<file path="src/rtl/nubus_timeout_responder.sv">
// NuBus bus-timeout responder: tracks every /START, and if no card
// acknowledges within 2^TIMEOUT_W cycles it drives a one-cycle timeout /ACK.
//
// Ports:
//   nub_clk, nub_reset                 clock, sync active-high reset
//   enable                             1 = may drive, 0 = monitor only
//   nub_startn_i, nub_ackn_i           sampled /START, /ACK
//   nub_tm1n_i, nub_tm0n_i, nub_adn_i  sampled /TM1, /TM0, /AD
//   nub_ack_oe, nub_ackn_o,
//   nub_tm1n_o, nub_tm0n_o             timeout acknowledge drive
//   err_valid, err_addr, err_write,
//   err_mode, err_count                timeout log for software
//   busy                               a transfer is being tracked
module nubus_timeout_responder #(
  parameter int TIMEOUT_W = 8,
  parameter int ERRCNT_W  = 16
) (
  input  logic                nub_clk,
  input  logic                nub_reset,
  input  logic                enable,
  input  logic                nub_startn_i,
  input  logic                nub_ackn_i,
  input  logic                nub_tm1n_i,
  input  logic                nub_tm0n_i,
  input  logic [31:0]         nub_adn_i,
  output logic                nub_ack_oe,
  output logic                nub_ackn_o,
  output logic                nub_tm1n_o,
  output logic                nub_tm0n_o,
  output logic                err_valid,
  output logic [31:0]         err_addr,
  output logic                err_write,
  output logic [1:0]          err_mode,
  output logic [ERRCNT_W-1:0] err_count,
  output logic                busy
);

  typedef enum logic [1:0] {
    IDLE = 2'd0,
    WAIT = 2'd1,
    ACK  = 2'd2
  } state_t;

  state_t               state_q;
  state_t               state_d;
  logic [TIMEOUT_W-1:0] cnt_q;
  logic [TIMEOUT_W-1:0] cnt_d;
  logic                 capture;
  logic                 fire;
  logic [31:0]          sh_addr_q;
  logic [1:0]           sh_mode_q;

  always_ff @(posedge nub_clk) begin
    if (nub_reset) begin
      state_q <= IDLE;
      cnt_q   <= '0;
    end else begin
      state_q <= state_d;
      cnt_q   <= cnt_d;
    end
  end

  // /ACK on the terminal count cycle wins over the timeout.
  // A /START seen while not IDLE is ignored.
  always_comb begin
    state_d = state_q;
    cnt_d   = cnt_q;
    capture = 1'b0;
    unique case (state_q)
      IDLE: begin
        if (!nub_startn_i && nub_ackn_i) begin
          state_d = WAIT;
          cnt_d   = '0;
          capture = 1'b1;
        end
      end
      WAIT: begin
        if (!nub_ackn_i) begin
          state_d = IDLE;
        end else if (&cnt_q) begin
          state_d = enable ? ACK : IDLE;
        end else begin
          cnt_d = cnt_q + TIMEOUT_W'(1);
        end
      end
      ACK: begin
        state_d = IDLE;
      end
      default: begin
        state_d = IDLE;
      end
    endcase
  end

  assign fire = (state_d == ACK);

  // Outputs are registered from the next state so the drive lines up
  // exactly with the ACK state.
  always_ff @(posedge nub_clk) begin
    if (nub_reset) begin
      nub_ack_oe <= 1'b0;
      nub_ackn_o <= 1'b1;
      nub_tm1n_o <= 1'b1;
      nub_tm0n_o <= 1'b1;
      err_valid  <= 1'b0;
      err_addr   <= '0;
      err_write  <= 1'b0;
      err_mode   <= '0;
      err_count  <= '0;
      busy       <= 1'b0;
      sh_addr_q  <= '0;
      sh_mode_q  <= '0;
    end else begin
      nub_ack_oe <= fire;
      nub_ackn_o <= !fire;
      nub_tm1n_o <= !fire;
      nub_tm0n_o <= 1'b1;
      err_valid  <= fire;
      busy       <= (state_d != IDLE);
      if (capture) begin
        sh_addr_q <= ~nub_adn_i;
        sh_mode_q <= {~nub_tm1n_i, ~nub_tm0n_i};
      end
      if (fire) begin
        err_addr  <= sh_addr_q;
        err_write <= sh_mode_q[1];
        err_mode  <= sh_mode_q;
        if (!(&err_count)) begin
          err_count <= err_count + ERRCNT_W'(1);
        end
      end
    end
  end

endmodule
</file>
<file path="config.mk">
export PLATFORM = sky130hd
export DESIGN_NAME = nubus_timeout_responder
export DESIGN_NICKNAME = d
export VERILOG_FILES = /design/src/rtl/nubus_timeout_responder.sv
export SDC_FILE = /design/constraint.sdc
export NUM_CORES = 1
export LEC_CHECK = 0
export CORE_ASPECT_RATIO = 1.4
export CORE_MARGIN = 5
export CORE_UTILIZATION = 40
export DETAILED_ROUTE_END_ITERATION = 10
export GPL_TIMING_DRIVEN = 0
export PLACE_DENSITY = 0.67
export SYNTH_ARGS = -nofsm -noshare
export SYNTH_HDL_FRONTEND = slang
export SYNTH_SLANG_ARGS = --single-unit
export TNS_END_PERCENT = 100
</file>
<file path="constraint.sdc">
create_clock -name nub_clk -period 2.2 [get_ports nub_clk]
set_input_delay 0.44 -clock nub_clk [delete_from_list [all_inputs] [get_ports nub_clk]]
set_output_delay 0.44 -clock nub_clk [all_outputs]
set_load 0.01 [all_outputs]
</file>
==> flow_summary.json, run 1 <==
{
  "grt_pass1_wl_mm": 16.7,
  "synth-main-ff-cell": "dfxtp_1",
  "start_util_pct": 40.9,
  "crit_buf_inv": 2,
  "clock_power_share_pct": 44.5,
  "synth.distinct_cells": 41,
  "critPathTopFamily": "buffers and inverters",
  "fin_total_pwr_w": 0.00372,
  "syn_area_per_cell_um2": 8.71,
  "synth.most_common_cell": "dfxtp_1",
  "clock-sinks": 97,
  "max_stage_delay_ns": 0.53,
  "via_per_inst": 5.20,
  "synth_top_family_by_area": "simple AND/OR/NAND/NOR gates",
  "coreArea_um2": 9460,
  "wl_met2_mm": 5.49,
  "ys_top_cells_by_area": "dfxtp_1 (50%), nand2_1 (7.5%), a211oi_1 (7.4%)",
  "cts_root_buf": "clkbuf_16",
  "drc": 0,
  "finalCritPeriodShare_pct": 92.5,
  "setup_viol": 0,
  "gp_congestion": 0.791,
  "rows": 42,
  "wl_met1_mm": 4.26,
  "grt_pass1_vias": 3448,
  "cts_hold_buf": 0,
  "drv_slew": 0,
  "cts.path.max_buffers": 2,
  "worst-setup-path-type": "primary input to register",
  "rsz0062_at_grt": "no",
  "syn_area_um2": 3870,
  "hp-class": "register to register",
  "top_layer": "met4",
  "yosys.area.top_type": "dfxtp_1",
  "placed_cell_area_um2": 4950,
  "yosysWarnings": 0,
  "ant_nets": 0,
  "area_growth_pct": 36.8,
  "p_per_area_nw_per_um2": 702,
  "synth.yosys.seq_area_share_pct": 50.2,
  "final_nets": 592,
  "cp-start-kind": "primary input",
  "worstPathMaxFanout": 10,
  "dp_cells": 648,
  "p_seq_share_pct": 49.2,
  "p_comb_share_pct": 6.3,
  "htreeDepth": 3,
  "fmax_mhz": 492,
  "worst_pin_slew_ns": 0.563,
  "async_flop_share_pct": 0,
  "swShare_pct": 21.4,
  "cts_made_buffers": 9,
  "p_sw_w": 0.000796,
  "met3WireLength_um": 431,
  "port_buffers": 94,
  "fin_area_um2": 5290,
  "status": "complete, no violations",
  "crit_path_top_delay_cell": "clkdlybuf4s50_1",
  "report.final.hold_viol_count": 0,
  "synth_compound_area_share_pct": 17.6,
  "insertedDiodeCount": 0,
  "insertion_delay_ns": 0.33,
  "power.internal_w": 0.00292,
  "ir_worst_vdd_mv": 0.421,
  "layout_min_cycle_time_ns": 2.03,
  "antenna_found_initial": 0,
  "crit_arrival_ns": 2.26,
  "synth_nets": 485,
  "die_area_um2": 11800,
  "ys_ff_latch": 97,
  "synth-xor-area-share_pct": 0,
  "dp_hpwl_mm": 7.60,
  "clock_skew_ns": 0.00729,
  "die_width_um": 93.1,
  "yosys-top-cells-count": "dfxtp_1 (97), nand2_1 (77), a21oi_1 (48), nor2_1 (48), a211oi_1 (38)",
  "leakage_nw": 1.85,
  "synth_edf_count": 0,
  "vias": 3460,
  "ioPinCount": 96,
  "routedWlPerCell_um": 15.5,
  "yosys.area.top_type_share_pct": 50.2,
  "crit_required_ns": 2.42,
  "synthMuxAreaShare_pct": 3.33,
  "synthSimpleGateAreaFrac_pct": 23.4,
  "synth_cells": 444,
  "overflow": 0,
  "wirelength_mm": 10.3,
  "drtIter0Drc": 130,
  "max_slew_margin_pct": 62.5,
  "synth_fa_ha_area_share_pct": 0.647,
  "clk_pin_slew_worst_paths_ns": 0.07,
  "drive_gt1_share_pct": 8.45,
  "cts_tree": "built",
  "drtPass1Iterations": 4,
  "die_y_um": 126,
  "grtUsageTotal_pct": 17.7,
  "cp-end-kind": "register",
  "instances_no_fill": 666,
  "timing.final.ws_setup_ns": 0.166,
  "path_cells": "clkdlybuf4s50_1 > and4b_1 > nand3_4 > buf_4 > a211oi_1 > mux2_2",
  "cap_violations": 0,
  "grt_max_degree": 17,
  "pre_cts_ws_ns": -0.284
}
==> cell families after synthesis <==
family,Yosys count
fa+ha+maj,2
compound gates,106
other cells,1
flops,97
simple gates,184
buf+inv,42
mux,12
==> state kept, by name, summed over array words and instances, names as in the netlist <==
signal / count
err_mode: 1
nub_tm1n_o: 1
state_q: 2
err_addr: 32
busy: 1
cnt_q: 8
err_count: 16
sh_addr_q: 32
err_valid: 1
sh_mode_q: 2
err_write: 1
==> tightest hold or removal path, cell delays in order (launching register included) <==
cell,delay (ns)
dfxtp_1,0.31
nand2_1,0.05
a21oi_1,0.05
==> per-stage QoR <==
stage / setup TNS [ns] / util (%) / hold WS, ns
2_1_floorplan: 0 / - / 0.432
3_3_place_gp: -12.33 / 52.3 / 0.436
3_5_place_dp: -14.21 / 52.3 / 0.444
4_1_cts: 0 / 55.7 / 0.453
5_1_grt: 0 / 56.0 / 0.464
6_report: 0 / 56.0 / 0.450
==> per-layer routing <==
metal  track usage [%]  up-vias
met5                 0        -
met4              6.04        0
met3              3.61        6
met2              32.7       73
met1              20.1     1609
li1                  -     1772
==> worst paths after layout <==
path | from | endpoint | slack [ns] | cells after the start
min | sh_addr_q[17]$_SDFFE_PP0P_ | err_addr[17]$_SDFFE_PP0N_ | 0.45 | 2
min reg2reg | sh_addr_q[17]$_SDFFE_PP0P_ | err_addr[17]$_SDFFE_PP0N_ | 0.45 | 2
max reg2reg | cnt_q[0]$_SDFFE_PP0P_ | err_count[9]$_SDFFE_PP0P_ | 0.21 | 6
max | nub_ackn_i | err_count[9]$_SDFFE_PP0P_ | 0.17 | 6
==> cells in the final DEF (no fill, tap or decap), types with 2 or more instances in the layout <==
cell type and instances:
bufinv_16 2, nor3_1 2, o21ai_0 6, nand2_1 77, nand4_1 5, inv_1 6
dfxtp_1 97, clkbuf_16 9, buf_1 2, and3_1 7, nand3_1 11, a311oi_1 2
or4_1 6, nand3b_1 2, or3_1 9, a211oi_1 38, ha_1 2, buf_2 8
clkdlybuf4s50_1 94, buf_4 7, clkbuf_2 2, and4_1 2, mux2i_1 5, a21oi_1 48
nor2b_1 6, o31ai_1 6, mux2_2 6, nor2_1 48, clkbuf_1 20
==> power by group through the flow <==
stage               clock network [W]  logic (W)  registers, W
finish                        0.00165   0.000233       0.00183
floorplan                           0   0.000118       0.00186
global route                  0.00176   0.000260       0.00183
global placement                    0   0.000227       0.00187
CTS                           0.00170   0.000234       0.00183
detailed placement                  0   0.000232       0.00187
==> repair_timing <==
action	in CTS	in global routing
buffers inserted	0	2
setup endpoints to repair	0	36
gates resized for setup	0	7
==> cell type report <==
| class | instances | area (µm²) |
|---|---|---|
| Buffer | 36 | 166 |
| Clock buffer | 10 | 229 |
| Clock inverter | 6 | 90.1 |
| Fill cell | 904 | 4170 |
| Inverter | 6 | 22.5 |
| Multi-Input combinational cell | 305 | 1750 |
| Sequential cell | 97 | 1940 |
| Tap cell | 110 | 138 |
| Timing Repair Buffer | 96 | 956 |
Note: power is estimated with default switching activity, not from simulation.
==> inputs of run 2 (changes only) <==
--- a/config.mk
+++ b/config.mk
@@ -11,6 +11,7 @@
 export DETAILED_ROUTE_END_ITERATION = 10
 export GPL_TIMING_DRIVEN = 0
 export PLACE_DENSITY = 0.67
+export SKIP_CTS_REPAIR_TIMING = 1
 export SYNTH_ARGS = -nofsm -noshare
 export SYNTH_HDL_FRONTEND = slang
 export SYNTH_SLANG_ARGS = --single-unit
==> results of run 2 <==
No change in the layout: final DEF, timing and power equal those of run 1.
==> inputs of run 3 (changes only) <==
--- a/config.mk
+++ b/config.mk
@@ -5,8 +5,9 @@
 export SDC_FILE = /design/constraint.sdc
 export NUM_CORES = 1
 export LEC_CHECK = 0
+export ABC_AREA = 1
 export CORE_ASPECT_RATIO = 1.4
-export CORE_MARGIN = 5
+export CORE_MARGIN = 1
 export CORE_UTILIZATION = 40
 export DETAILED_ROUTE_END_ITERATION = 10
 export GPL_TIMING_DRIVEN = 0
==> run 3 against run 2 <==
Wire length decreased by 6.6%. Non-clock buffer count is 10 lower. Area after synthesis grew 2.1%. Sequential power is essentially flat. Critical endpoint is now sh_addr_q[27]$_SDFFE_PP0P_. Highest routed layer unchanged.
==> flow_summary.json, run 3 <==
{
  "drive_gt1_share_pct": 11.1,
  "cp-start-kind": "primary input",
  "cp-end-kind": "register",
  "gp_congestion": 0.814,
  "path_cells": "clkdlybuf4s50_1 > nand2_1 > nor2_2 > clkbuf_1 > clkbuf_1 > a21oi_1",
  "syn_area_um2": 3950,
  "port_buffers": 94,
  "ir_worst_vdd_mv": 0.556,
  "p_per_area_nw_per_um2": 663,
  "layout_min_cycle_time_ns": 2.02,
  "drv_slew": 0,
  "finalCritPeriodShare_pct": 91.9,
  "insertion_delay_ns": 0.34,
  "cap_violations": 0,
  "reg_top3": "err_addr x32, sh_addr_q x32, err_count x16",
  "timing.final.ws_setup_ns": 0.179,
  "cts_tree": "built",
  "die_y_um": 120,
  "via_per_inst": 4.76,
  "final_common_cell": "nand2_1",
  "yosys.area.top_type_share_pct": 49.2,
  "final_nets": 660,
  "crit_arrival_ns": 2.23,
  "drtIter0Drc": 120,
  "drc": 0,
  "hp-class": "register to register",
  "drtPass1Iterations": 4,
  "start_util_pct": 41.5,
  "synth.distinct_cells": 32,
  "worst-setup-path-type": "primary input to register",
  "dp_cells": 740,
  "die_width_um": 86.0,
  "ioPinCount": 96,
  "htreeDepth": 3,
  "coreArea_um2": 9510,
  "ant_nets": 0,
  "whs_ns": 0.447,
  "area_growth_pct": 35.4,
  "yosys.area.top_type": "dfxtp_1",
  "report.final.hold_viol_count": 0,
  "cts.path.max_buffers": 2,
  "status": "complete, no violations",
  "setup_viol": 0,
  "grtUsageTotal_pct": 19.5,
  "worst_pin_slew_ns": 0.528,
  "overflow": 0,
  "layout_common_cells": "nand2_1 (112), dfxtp_1 (97), clkdlybuf4s50_1 (94)",
  "syn_area_per_cell_um2": 7.68,
  "yosys-top-cells-count": "nand2_1 (112), dfxtp_1 (97), nand3_1 (52)",
  "synth.yosys.seq_area_share_pct": 49.2,
  "insertedDiodeCount": 0,
  "synth_nets": 555,
  "nFillCells": 920,
  "pre_cts_ws_ns": -0.256,
  "utilization_pct": 56.2,
  "clock-sinks": 97,
  "antenna_found_initial": 0,
  "ys_ff_latch": 97,
  "rows": 42,
  "rsz0062_at_grt": "no",
  "synth_edf_count": 0,
  "routedWlPerCell_um": 12.7,
  "ys_top_cells_by_area": "dfxtp_1 (49%), nand2_1 (11%), nand3_1 (6.6%)",
  "worstPathMaxFanout": 10,
  "leakage_nw": 2.22,
  "cts_made_buffers": 9,
  "synth_cells": 514,
  "clock_skew_ns": 0.00618,
  "synth-main-ff-cell": "dfxtp_1",
  "yosysWarnings": 0,
  "fin_area_um2": 5350,
  "critPathTopFamily": "buffers and inverters",
  "dp_hpwl_mm": 6.97,
  "crit_buf_inv": 3,
  "vias": 3600,
  "max_stage_delay_ns": 0.47,
  "grt_pass1_wl_mm": 15.8,
  "grt_pass1_vias": 3537,
  "cp_common_cell": "clkbuf_1",
  "fmax_mhz": 495,
  "crit_path_top_delay_cell": "clkdlybuf4s50_1",
  "die_area_um2": 10300,
  "synth.most_common_cell": "nand2_1",
  "max_slew_margin_pct": 64.8,
  "async_flop_share_pct": 0,
  "clk_pin_slew_worst_paths_ns": 0.07,
  "grt_max_degree": 17,
  "placed_cell_area_um2": 5050,
  "cts_root_buf": "clkbuf_16",
  "wirelength_mm": 9.63,
  "instances_no_fill": 756,
  "crit_required_ns": 2.41
}
run 3: worst paths after layout:
path | startpoint | slack (ns) | cells past startpoint | to
worst max-delay path | nub_ackn_i | 0.18 | 6 | sh_addr_q[27]$_SDFFE_PP0P_
worst min register to register | sh_addr_q[1]$_SDFFE_PP0P_ | 0.45 | 2 | err_addr[1]$_SDFFE_PP0N_
worst max register to register | cnt_q[0]$_SDFFE_PP0P_ | 0.31 | 11 | err_count[11]$_SDFFE_PP0P_
worst min-delay path | sh_addr_q[1]$_SDFFE_PP0P_ | 0.45 | 2 | err_addr[1]$_SDFFE_PP0N_
run 3: metal layers:
layer / track usage [%] / routed length (µm) / vias to the layer above / share of wire (%)
met5: 0 / 0 / - / 0
met3: 5.64 / 506 / 13 / 5.3
met1: 21.2 / 4010 / 1659 / 42
li1: - / - / 1852 / -
met2: 34.7 / 4950 / 76 / 51
met4: 7.92 / 165 / 0 / 1.7
run 3: where the power goes:
part	internal [W]	switching [W]	total (W)
combinational	0.0000971	0.000104	0.000201
clock	0.000839	0.000672	0.00151
sequential	0.00180	0.0000292	0.00183
total	0.00274	0.000806	0.00355
run 3: logic make-up after synthesis:
kind of cell | Yosys count | synth area share [%]
xor gates and xnor gates | 2 | 0.444
other | 1 | 0.0950
AOI/OAI and AO/OA | 79 | 10.2
DFF | 97 | 49.2
buffers and inverters | 74 | 9.06
adders and majority gates | 2 | 0.634
and+or+nand+nor | 259 | 30.4
run 3: layout make-up:
class                           instances  area, µm²  share of cell area (%)
Buffer                                 28        181                    3.39
Multi-Input combinational cell        343       1650                    30.8
Clock inverter                          4       33.8                   0.632
Tap cell                              132        165                    3.09
Timing Repair Buffer                   94        941                    17.6
Clock buffer                           12        256                    4.80
Inverter                               46        178                    3.32
Sequential cell                        97       1940                    36.3
run 3: through the flow:
stage / power, W / TNS, ns
2_1_floorplan: 0.00196 / 0
3_3_place_gp: 0.00207 / -3.72
3_5_place_dp: 0.00207 / -4.29
4_1_cts: 0.00359 / 0
5_1_grt: 0.00370 / 0
6_report: 0.00355 / 0
run 3: worst reg2reg max path: cells and delay by family (launching register included):
family	cells	cell delay (ns)
adder cells (fa/ha/maj)	1	0.19
flip-flops	1	0.37
AND/OR/NAND/NOR	8	0.94
buffers and inverters	2	0.29
